`src/rtl/seg7_refresh_ctrl.sv`:
```
// Refresh-frame sequencer for the 7-segment serializer: picks one of eight
// 32-bit channels, latches it with its masks, pulses Start and tracks the frame handshake.
module seg7_refresh_ctrl #(
  parameter int unsigned REFRESH_DIV = 50000,
  parameter int unsigned FLASH_DIV   = 25000000,
  parameter int unsigned TIMEOUT     = 1024
) (
  input  logic         clk,
  input  logic         rst,
  input  logic [2:0]   ch_sel,
  input  logic [255:0] ch_data,
  input  logic [7:0]   point_in,
  input  logic [7:0]   les_in,
  input  logic         freeze,
  input  logic         seg_pen,
  output logic [31:0]  Hexs,
  output logic [7:0]   point,
  output logic [7:0]   LES,
  output logic         Start,
  output logic         flash,
  output logic [7:0]   frame_cnt,
  output logic         overrun,
  output logic         timeout
);

  localparam int unsigned REF_W   = $clog2(REFRESH_DIV);
  localparam int unsigned FLASH_W = $clog2(FLASH_DIV);
  localparam int unsigned TO_W    = (TIMEOUT > 1) ? $clog2(TIMEOUT) : 1;

  localparam logic [REF_W-1:0]   REF_MAX   = REF_W'(REFRESH_DIV - 1);
  localparam logic [FLASH_W-1:0] FLASH_MAX = FLASH_W'(FLASH_DIV - 1);
  localparam logic [TO_W-1:0]    TO_MAX    = TO_W'(TIMEOUT - 1);

  typedef enum logic [2:0] {
    IDLE,
    LATCH,
    START,
    WAIT_BUSY,
    WAIT_DONE
  } state_t;

  state_t             state, state_d;
  logic [REF_W-1:0]   ref_cnt;
  logic [FLASH_W-1:0] flash_cnt;
  logic [TO_W-1:0]    to_cnt;
  logic               pending;
  logic               tick;

  logic               load;
  logic               frame_done;
  logic               to_hit;
  logic               to_run;

  assign tick  = (ref_cnt == REF_MAX);
  assign Start = (state == START);

  // Free-running refresh and blink dividers; neither depends on the FSM.
  // NOTE: every register is updated with <= so all flops sample the same
  // pre-edge values; a blocking = here would chain them within one edge.
  always_ff @(posedge clk or negedge rst) begin
    if (!rst) begin
      ref_cnt   <= '0;
      flash_cnt <= '0;
      flash     <= 1'b0;
    end else begin
      ref_cnt <= tick ? '0 : ref_cnt + REF_W'(1);
      if (flash_cnt == FLASH_MAX) begin
        flash_cnt <= '0;
        flash     <= ~flash;
      end else begin
        flash_cnt <= flash_cnt + FLASH_W'(1);
      end
    end
  end

  always_ff @(posedge clk or negedge rst) begin
    if (!rst) state <= IDLE;
    else      state <= state_d;
  end

  // NOTE: every output of this block gets a default before the case, so no
  // path leaves a signal unassigned and no latch can be inferred.
  always_comb begin
    state_d    = state;
    load       = 1'b0;
    frame_done = 1'b0;
    to_hit     = 1'b0;
    to_run     = 1'b0;
    case (state)
      IDLE: begin
        if (tick || pending) state_d = LATCH;
      end
      LATCH: begin
        load    = !freeze;
        state_d = START;
      end
      START: begin
        state_d = WAIT_BUSY;
      end
      WAIT_BUSY: begin
        if (!seg_pen) begin
          state_d = WAIT_DONE;
        end else if (to_cnt == TO_MAX) begin
          to_hit  = 1'b1;
          state_d = IDLE;
        end else begin
          to_run = 1'b1;
        end
      end
      WAIT_DONE: begin
        if (seg_pen) begin
          frame_done = 1'b1;
          state_d    = IDLE;
        end
      end
      default: state_d = IDLE;
    endcase
  end

  // A tick that finds the FSM busy is remembered once; IDLE always consumes it.
  always_ff @(posedge clk or negedge rst) begin
    if (!rst) begin
      to_cnt    <= '0;
      pending   <= 1'b0;
      overrun   <= 1'b0;
      timeout   <= 1'b0;
      frame_cnt <= '0;
    end else begin
      to_cnt <= to_run ? to_cnt + TO_W'(1) : '0;
      if (state == IDLE)  pending <= 1'b0;
      else if (tick)      pending <= 1'b1;
      if (tick && state != IDLE) overrun <= 1'b1;
      if (to_hit)                timeout <= 1'b1;
      if (frame_done)            frame_cnt <= frame_cnt + 8'd1;
    end
  end

  always_ff @(posedge clk or negedge rst) begin
    if (!rst) begin
      Hexs  <= '0;
      point <= '0;
      LES   <= '0;
    end else if (load) begin
      Hexs  <= ch_data[{ch_sel, 5'd0} +: 32];
      point <= point_in;
      LES   <= les_in;
    end
  end

endmodule

```
`config.mk`:
```
export PLATFORM = sky130hd
export DESIGN_NAME = seg7_refresh_ctrl
export DESIGN_NICKNAME = d
export VERILOG_FILES = /design/src/rtl/seg7_refresh_ctrl.sv
export SDC_FILE = /design/constraint.sdc
export NUM_CORES = 1
export LEC_CHECK = 0
export CAP_MARGIN = 20
export CORE_MARGIN = 2
export CORE_UTILIZATION = 41
export DETAILED_ROUTE_END_ITERATION = 10
export PLACE_DENSITY_LB_ADDON = 0.08
export SYNTH_ARGS = -nofsm -noshare
export SYNTH_HDL_FRONTEND = slang
export SYNTH_SLANG_ARGS = --single-unit
```
`constraint.sdc`:
```
create_clock -name clk -period 2.55 [get_ports clk]
set_input_delay 0.51 -clock clk [delete_from_list [all_inputs] [get_ports clk]]
set_output_delay 0.51 -clock clk [all_outputs]
set_load 0.005 [all_outputs]
```
==> flow_summary_export.csv <==
group,metric,value,unit
cells_and_area,finalNetCount,1157,
timing,fin_crit,2.30,ns
timing,setup_slack,0.249,ns
logic_synthesis,synth.avg_cell_area,12.3,sq um
critical_path,worstSetupPathType,"reg2out",
pwr,seqPwrFrac,33.7,%
timing,setup_viol,0,
cts,clock-sinks,114,
die,fp.coreArea,15900,sq um
timing,slew_viol_final,0,
global_routing,antenna_found_initial,6,
drt,drtIter0Drc,310,
logic_synthesis,ys_seq_elements,114,
global_routing,grt_overflow,0,
cells_and_area,fillers,1150,
logic_synthesis,synth_edf_count,0,
pwr,p_comb_share,32.0,%
drt,wirelength,25300,microns
pwr,leakagePower,4.39,nW
cts,post_cts_buffers,0,
pwr,pwr_density_cell,700,nW/um^2
pwr,vdd_drop_max,0.427,mV
cells_and_area,drive_gt1_share,15.0,%
timing,fmax,435,MHz
logic_synthesis,synth-seq-area-share,42.7,%
logic_synthesis,synth_area,6680,sq um
cts,cts_resized,0,
placement,gp_congestion,1.01,
drt,avgViaCountPerCell,5.41,
global_routing,grt_pass1_wl,38600,microns
status,status,"complete, no violations",
logic_synthesis,synth_ff_type,"dfrtp_1",
die,die_area,17300,sq um
critical_path,worstPathRequired,2.04,ns
cells_and_area,syn_to_final_growth,64.2,%
logic_synthesis,synthArstFlopShare,100,%
die,die_w,132,microns
job,maxCapViolations,0,
pwr,switchingPower,2.04,mW
drt,remaining_drc_errors,0,
worst_hold_path,hold_class,"in2async",
critical_path,cp-end-kind,"output pin",
cts,path_clk_slew,0.05,ns
placement,numPortBuffers,338,
critical_path,arrival,1.79,ns
cts,cts_tree,"built",
timing,fin_skew,0.00957,ns
cts,cts_buffers,17,
die,initial_core_util,42.0,%
pwr,switching_share,26.6,%
pwr,p_clk_share,34.3,%
logic_synthesis,synth_nets,824,
cts,clockRootBuffer,"clkbuf_16",
logic_synthesis,synth_cell_type_count,44,
drt,num_vias,5976,
timing,worst_pin_slew,0.627,ns
global_routing,grtUsageTotal,29.6,%
cts,clockBufferDepth,2,
logic_synthesis,ys_warn_count,0,
global_routing,grt_pass1_vias,6547,
die,dieHeight,132,microns
global_routing,grt_max_degree,115,
critical_path,cp_max_fo,9,
die,rows,46,
cts,clk_latency,0.42,ns
logic_synthesis,syn_inst,541,
pwr,p_int,5.63,mW
timing,grt_setup_unrepaired,"false",
die,ioPinCount,339,
critical_path,crit_path_start_kind,"flip-flop",
drt,drt_first_pass_iters,4,
timing,finalSetupTns,0,ns
placement,post-dp-hpwl,20100,microns
cts,cts_hold_buf,0,
drt,routedWlPerCell,22.9,microns
cts,ctsHtreeMaxLevel,4,
timing,period_share,90.2,%
timing,hold_viol_final,0,
placement,place_ws,0.420,ns
drt,drtAntennaViolNets,0,
timing,slew_headroom,58.2,%
[synth_stat cells (all sizes together), types with 7 or more instances]
cell type / number / share of area, %
clkbuf: 16 / 0.90
a21oi: 43 / 3.2
o21ai: 7 / 0.52
buf: 21 / 1.6
dfrtp: 114 / 43
nand3: 16 / 1.4
and4: 7 / 0.92
xnor2: 22 / 2.9
mux4: 64 / 22
mux2: 17 / 2.9
xor2: 20 / 2.6
nand2: 21 / 1.2
mux2i: 32 / 4.8
and3: 7 / 0.66
nand4: 16 / 1.7
nor2: 64 / 3.6
[layout by cell type, fill, tap and decap left out, types with 3 or more instances in the layout]
master           Yosys  final
clkdlybuf4s50_1      0    334
dfrtp_1            114    114
nor2_1              64     64
mux4_2              64     64
a21oi_1             43     43
mux2i_1             32     32
xnor2_1             22     22
nand2_1             20     20
xor2_1              20     20
mux2_2              17     17
clkbuf_16            0     17
nand4_1             15     15
nand3_1             15     15
buf_4                3     10
and4_1               7      7
and3_1               7      7
o21ai_0              7      7
o31ai_1              6      6
or3_1                6      6
bufinv_16            0      6
and2_1               5      5
buf_12               0      5
nor3_1               4      4
or4_1                4      4
ha_1                 4      4
diode_2              0      3
clkinv_2             0      3
clkbuf_1            16      3
[per-layer routing]
layer | part of all wire, % | global-route usage, % | up-vias
met4 | 1.2 | 7.13 | 4
met1 | 39 | 35.8 | 3030
met5 | 0.11 | 0 | -
met3 | 7.7 | 9.07 | 22
met2 | 52 | 51.7 | 204
li1 | - | - | 2716
[state kept, by name (all words and copies together), names as in the netlist]
signal and count:
Hexs 32, ref_cnt 16, LES 8, to_cnt 10
flash 1, overrun 1, timeout 1, state 3
point 8, flash_cnt 25, pending 1, frame_cnt 8
[area by class of cell]
class | instances | area (sq um) | area share, %
diodes | 3 | 7.51 | 0.0685
clock buffers | 20 | 437 | 3.98
clock inverters | 11 | 210 | 1.92
inverters | 2 | 7.51 | 0.0685
multi-input cells | 388 | 3650 | 33.3
flip-flops and latches | 114 | 2850 | 26.0
well taps | 216 | 270 | 2.47
repair buffers | 351 | 3530 | 32.2
[stage by stage]
step / instances / util, % / hold slack [ns] / area [sq um] / power, mW
2_1_floorplan: 541 / - / 0.214 / 6680 / 3.40
3_3_place_gp: 1071 / 64.9 / 0.438 / 10300 / 5.00
3_5_place_dp: 1071 / 64.9 / 0.444 / 10300 / 5.04
4_1_cts: 1102 / 68.9 / 0.211 / 11000 / 7.72
5_1_grt: 1103 / 69.0 / 0.241 / 11000 / 8.01
6_report: 1105 / 69.0 / 0.165 / 11000 / 7.67
[power by group through the flow]
| stage | combinational, mW | clock [mW] | sequential (mW) |
|---|---|---|---|
| after floorplan | 0.895 | 0 | 2.51 |
| after global placement | 2.42 | 0 | 2.58 |
| after detailed placement | 2.45 | 0 | 2.59 |
| after CTS | 2.48 | 2.67 | 2.57 |
| after global routing | 2.61 | 2.77 | 2.63 |
| final | 2.45 | 2.63 | 2.58 |
[worst max-delay path, cell delays in order, from the launching register on]
cell and delay [ns]:
dfrtp_1 0.58, nor3b_1 0.25, clkdlybuf4s50_1 0.55
[cell families after synthesis]
group                    share of synthesized area, %
buffers and inverters                            2.64
adder cells (fa/ha/maj)                         0.750
AND/OR/NAND/NOR                                  14.0
multiplexers                                     29.3
AO/OA/AOI/OAI                                    5.14
XOR/XNOR                                         5.51
flip-flops                                       42.7
[worst paths after layout]
| check | from | end | slack [ns] | cells past startpoint |
|---|---|---|---|---|
| worst max-delay path | state[1]$_DFFE_PN0P_ | Start | 0.25 | 2 |
| worst min-delay path | rst | LES[4]$_DFFE_PN0P_ | 0.17 | 2 |
| worst max register to register | flash_cnt[12]$_DFF_PN0_ | flash_cnt[22]$_DFF_PN0_ | 0.56 | 4 |
| worst min register to register | ref_cnt[0]$_DFF_PN0_ | ref_cnt[0]$_DFF_PN0_ | 0.45 | 1 |
| max in group asynchronous | rst | flash_cnt[8]$_DFF_PN0_ | 1.90 | 2 |
| min in group clk | ref_cnt[0]$_DFF_PN0_ | ref_cnt[0]$_DFF_PN0_ | 0.45 | 1 |
(Power assumes the default switching activity.)
